### src/rtl/add_accum.sv
// add_accum: registered add-and-accumulate block.
//
// Each accepted beat adds two WIDTH-bit unsigned operands. COUNT consecutive
// beats are summed into one frame total. The total is presented on a
// valid/ready output and held until the consumer takes it. OUT_W is sized so
// that a full frame of maximum operands cannot overflow.
//
// Optional feature macro: ADD_CLR_EN. When defined, the block gains a `clr`
// input that aborts the current frame or drops a pending sum.
//
// Parameters:
//   WIDTH  operand width in bits (>= 1)
//   COUNT  beats per frame (>= 1)
//   OUT_W  derived sum width, WIDTH+1+$clog2(COUNT), not overridable
//
// Ports:
//   clk        rising-edge clock
//   rst_n      synchronous active-low reset
//   clr        synchronous frame abort (only with ADD_CLR_EN)
//   in_valid   operand beat present
//   in_ready   block accepts a beat this cycle
//   a, b       unsigned operands
//   out_valid  frame sum present on c
//   out_ready  consumer takes the sum this cycle
//   c          frame sum, unsigned
module add_accum #(
  parameter int WIDTH = 8,
  parameter int COUNT = 4,
  localparam int OUT_W = WIDTH + 1 + $clog2(COUNT)
) (
  input  logic             clk,
  input  logic             rst_n,
`ifdef ADD_CLR_EN
  input  logic             clr,
`endif
  input  logic             in_valid,
  output logic             in_ready,
  input  logic [WIDTH-1:0] a,
  input  logic [WIDTH-1:0] b,
  output logic             out_valid,
  input  logic             out_ready,
  output logic [OUT_W-1:0] c
);

  // The counter needs at least one bit even when COUNT is 1.
  localparam int CNT_W = (COUNT > 1) ? $clog2(COUNT) : 1;
  localparam logic [CNT_W-1:0] LAST_BEAT = CNT_W'(COUNT - 1);

  typedef enum logic {
    ACC  = 1'b0,
    HOLD = 1'b1
  } state_t;

  state_t           state_q, state_d;
  logic [CNT_W-1:0] cnt_q, cnt_d;
  logic [OUT_W-1:0] acc_q, acc_d;
  logic [OUT_W-1:0] beat_sum;
  logic [OUT_W-1:0] acc_base;

  // Operands are zero-extended to the full sum width so the addition never wraps.
  assign beat_sum = OUT_W'(a) + OUT_W'(b);

  // The first beat of a frame starts from zero. Until then, acc keeps the
  // previous total visible on c.
  assign acc_base = (cnt_q == '0) ? '0 : acc_q;

  always_comb begin
    state_d = state_q;
    cnt_d   = cnt_q;
    acc_d   = acc_q;
    case (state_q)
      ACC: begin
        if (in_valid) begin
          acc_d = acc_base + beat_sum;
          if (cnt_q == LAST_BEAT) begin
            cnt_d   = '0;
            state_d = HOLD;
          end else begin
            cnt_d = cnt_q + 1'b1;
          end
        end
      end
      HOLD: begin
        // Leaving HOLD takes the whole cycle. The next beat is accepted only
        // from ACC, so there is no same-cycle bypass.
        if (out_ready) begin
          state_d = ACC;
        end
      end
      default: state_d = ACC;
    endcase
`ifdef ADD_CLR_EN
    // clr overrides any handshake. A beat offered in this cycle is lost, and a
    // pending sum is dropped without a handshake.
    if (clr) begin
      state_d = ACC;
      cnt_d   = '0;
      acc_d   = '0;
    end
`endif
  end

  always_ff @(posedge clk) begin
    if (!rst_n) begin
      state_q <= ACC;
      cnt_q   <= '0;
      acc_q   <= '0;
    end else begin
      state_q <= state_d;
      cnt_q   <= cnt_d;
      acc_q   <= acc_d;
    end
  end

  assign in_ready  = (state_q == ACC);
  assign out_valid = (state_q == HOLD);
  assign c         = acc_q;

endmodule

### config.mk
export PLATFORM = sky130hd
export DESIGN_NAME = add_accum
export DESIGN_NICKNAME = d
export VERILOG_FILES = /design/src/rtl/add_accum.sv
export SDC_FILE = /design/constraint.sdc
export NUM_CORES = 1
export LEC_CHECK = 0
export CORE_MARGIN = 2
export CORE_UTILIZATION = 48
export DETAILED_ROUTE_END_ITERATION = 8
export GPL_ROUTABILITY_DRIVEN = 0
export PLACE_DENSITY = 0.79
export SYNTH_ARGS = -nofsm -noshare
export SYNTH_HDL_FRONTEND = slang
export SYNTH_SLANG_ARGS = --single-unit
### constraint.sdc
create_clock -name clk -period 3.92 [get_ports clk]
set_input_delay 0.98 -clock clk [delete_from_list [all_inputs] [get_ports clk]]
set_output_delay 0.98 -clock clk [all_outputs]
set_load 0.1 [all_outputs]
==> flow_summary.ini <==
[run_status]
outcome = complete, no violations

[timing]
relSlewSlack = 0.350
period_share = 0.819
tns_ps = 0
fin_crit_ps = 3210
hold_slack_ps = 483
fin_skew_ps = 3.76
setup_viol = 0
tightest_slew_ps = 972
timing.fmax_mhz = 311
hold_viol_final = 0
drv_slew = 0
rsz0062_at_grt = false
fin_ws_ps = 708

[power_and_ir_drop]
p_leak_nw = 0.662
power_frac_seq = 0.282
p_total_w = 0.000599
swShare = 0.453
ir_drop_v = 0.000250
p_per_area_mw_per_mm2 = 369
p_sw_w = 0.000271
pwr-share-clk = 0.184
intPower_w = 0.000327
combPwrFrac = 0.533

[clocking]
clk_pin_slew_ps = 100
cts-resized-gates = 0
cts_tree = built
cts_buffer_depth = 2
cts_root_buf = clkbuf_4
cts_buffers = 3
clk_latency_ps = 290
cts.sink_count = 14
cts-hold-fix-buffers = 0
htree_levels = 1
cts_setup_buffers = 0

[synthesis]
syn_nets = 183
synth_top_cell_area_share = 0.225
ys_types = 36
synth_most_common_cell = dfxtp_1
syn_area_mm2 = 0.00124
synthArstFlopShare = 0
synth_top_cell_by_area = dfxtp_1
synth_area_per_cell_um2 = 8.64
seq_area_frac_synth = 0.225
yosys_most_used_dff = dfxtp_1
synth_edf_count = 0
ys_top_cells_by_count = dfxtp_1, nand2_1, inv_1
syn_inst = 144
yosys_warnings = 0
yosys-top-cells-area = dfxtp_1, fa_1, ha_1
synth_seq_cells = 14

[layout]
antenna_cells = 0
nFillCells = 223
seqCellArea_um2 = 280
final_layout_size_suffix_gt1_frac = 0.0398
areaGrowthSynthToFinish_pct = 30.7
multi_input_comb_area_um2 = 898
fin_nets = 216
fin_area_mm2 = 0.00163

[die]
rows = 18
ios = 33
initial_core_util = 0.502
die_area_mm2 = 0.00301
die_y_um = 54.9
coreArea_mm2 = 0.00248
die_w_um = 54.9

[detailed_routing]
firstDrtPassIters = 4
avgRoutedWirePerCell_um = 14.4
routed_wl_mm = 2.97
drt-vias-per-instance = 5.74
vias = 1183
drtIter0Drc = 12
drc = 0
ant_nets = 0

[grt]
grt_pass1_wl_mm = 4.79
grt_usage = 0.225
grt.overflow.total = 0
antenna_found_initial = 0
first_global_vias = 1113
grt_max_degree = 24

[min_path]
worst_hold_path_type = register to register

[worst_setup_path]
r2r_slack_ps = 850
critPathMaxFanout = 3
worst_ep_required_time_ps = 4110
critPathKind = input pin to register
cp-end-kind = register
cp-start-kind = input pin
arrival_ps = 3410

[run]
maxCapViolCount = 0

[placement]
dp_hpwl_mm = 2.23
numPortBuffers = 32
dpl_cell_area_mm2 = 0.00159
dp_slack_ps = 413
state kept, by name (all words and copies together) (netlist names):
signal	flops
out_valid	1
c	11
cnt_q	2
routing by layer:
layer  up-vias  wire length [um]  share of wire  global-route usage
met5         -                 0              0                   0
met4         0                51          0.017              0.0854
met3         5               170          0.057              0.0269
met2        40              1480           0.50               0.399
met1       563              1270           0.43               0.277
li1        575                 -              -                   -
kinds of logic (layout without fill, tap and decap cells):
| kind of cell | after synthesis | after routing | share of synthesized area |
|---|---|---|---|
| xor+xnor | 1 | 1 | 0.00704 |
| flops | 14 | 14 | 0.225 |
| simple gates | 55 | 55 | 0.254 |
| buf+inv | 17 | 49 | 0.0523 |
| compound gates | 38 | 38 | 0.216 |
| fa+ha+maj | 19 | 19 | 0.245 |
cell type report:
cell class / count / share of cell area
clock buffers: 4 / 0.0223
inverters: 12 / 0.0277
multi-input cells: 113 / 0.553
flip-flops and latches: 14 / 0.172
well taps: 30 / 0.0231
repair buffers: 33 / 0.202
per-stage QoR:
| stage | cells | util |
|---|---|---|
| after floorplan | 144 | - |
| after global placement | 202 | 0.641 |
| after detailed placement | 202 | 0.641 |
| after CTS | 206 | 0.656 |
| after global routing | 206 | 0.656 |
| final | 206 | 0.656 |
power groups by stage:
stage | Combinational (W) | Clock (W) | Sequential, W
global route | 0.000347 | 0.000118 | 0.000172
floorplan | 0.000137 | 0 | 0.000269
detailed placement | 0.000318 | 0 | 0.000172
CTS | 0.000321 | 0.000115 | 0.000169
global placement | 0.000311 | 0 | 0.000171
finish | 0.000319 | 0.000110 | 0.000169
final timing paths:
check | start | endpoint | cells after the start
setup / recovery | a[1] | c[5] | 9
hold / removal | c[1] | c[1] | 2
setup reg to reg | cnt_q[0] | c[5] | 11
hold reg to reg | c[1] | c[1] | 2
worst max-delay path: stages:
cell	delay [ps]
clkdlybuf4s50_1	430
fa_1	560
ha_1	200
inv_1	60
fa_1	370
nand2b_1	180
a21boi_0	250
nor3_1	90
o31ai_1	280
layout by cell type, fill, tap and decap left out, types with 2 or more instances in the layout:
cell type,n
a21boi_0,5
a21oi_1,5
a31oi_1,2
and2_1,2
clkbuf_4,3
clkdlybuf4s50_1,32
dfxtp_1,14
fa_1,9
ha_1,10
inv_1,12
nand2_1,13
nand2b_1,4
nand3_1,9
nand3b_1,2
nor2_1,3
nor2b_1,9
nor3_1,4
nor3b_1,2
o211a_1,2
o211ai_1,5
o21a_1,5
o21ai_0,6
o31ai_1,3
Power figures use the tool's default switching activity.
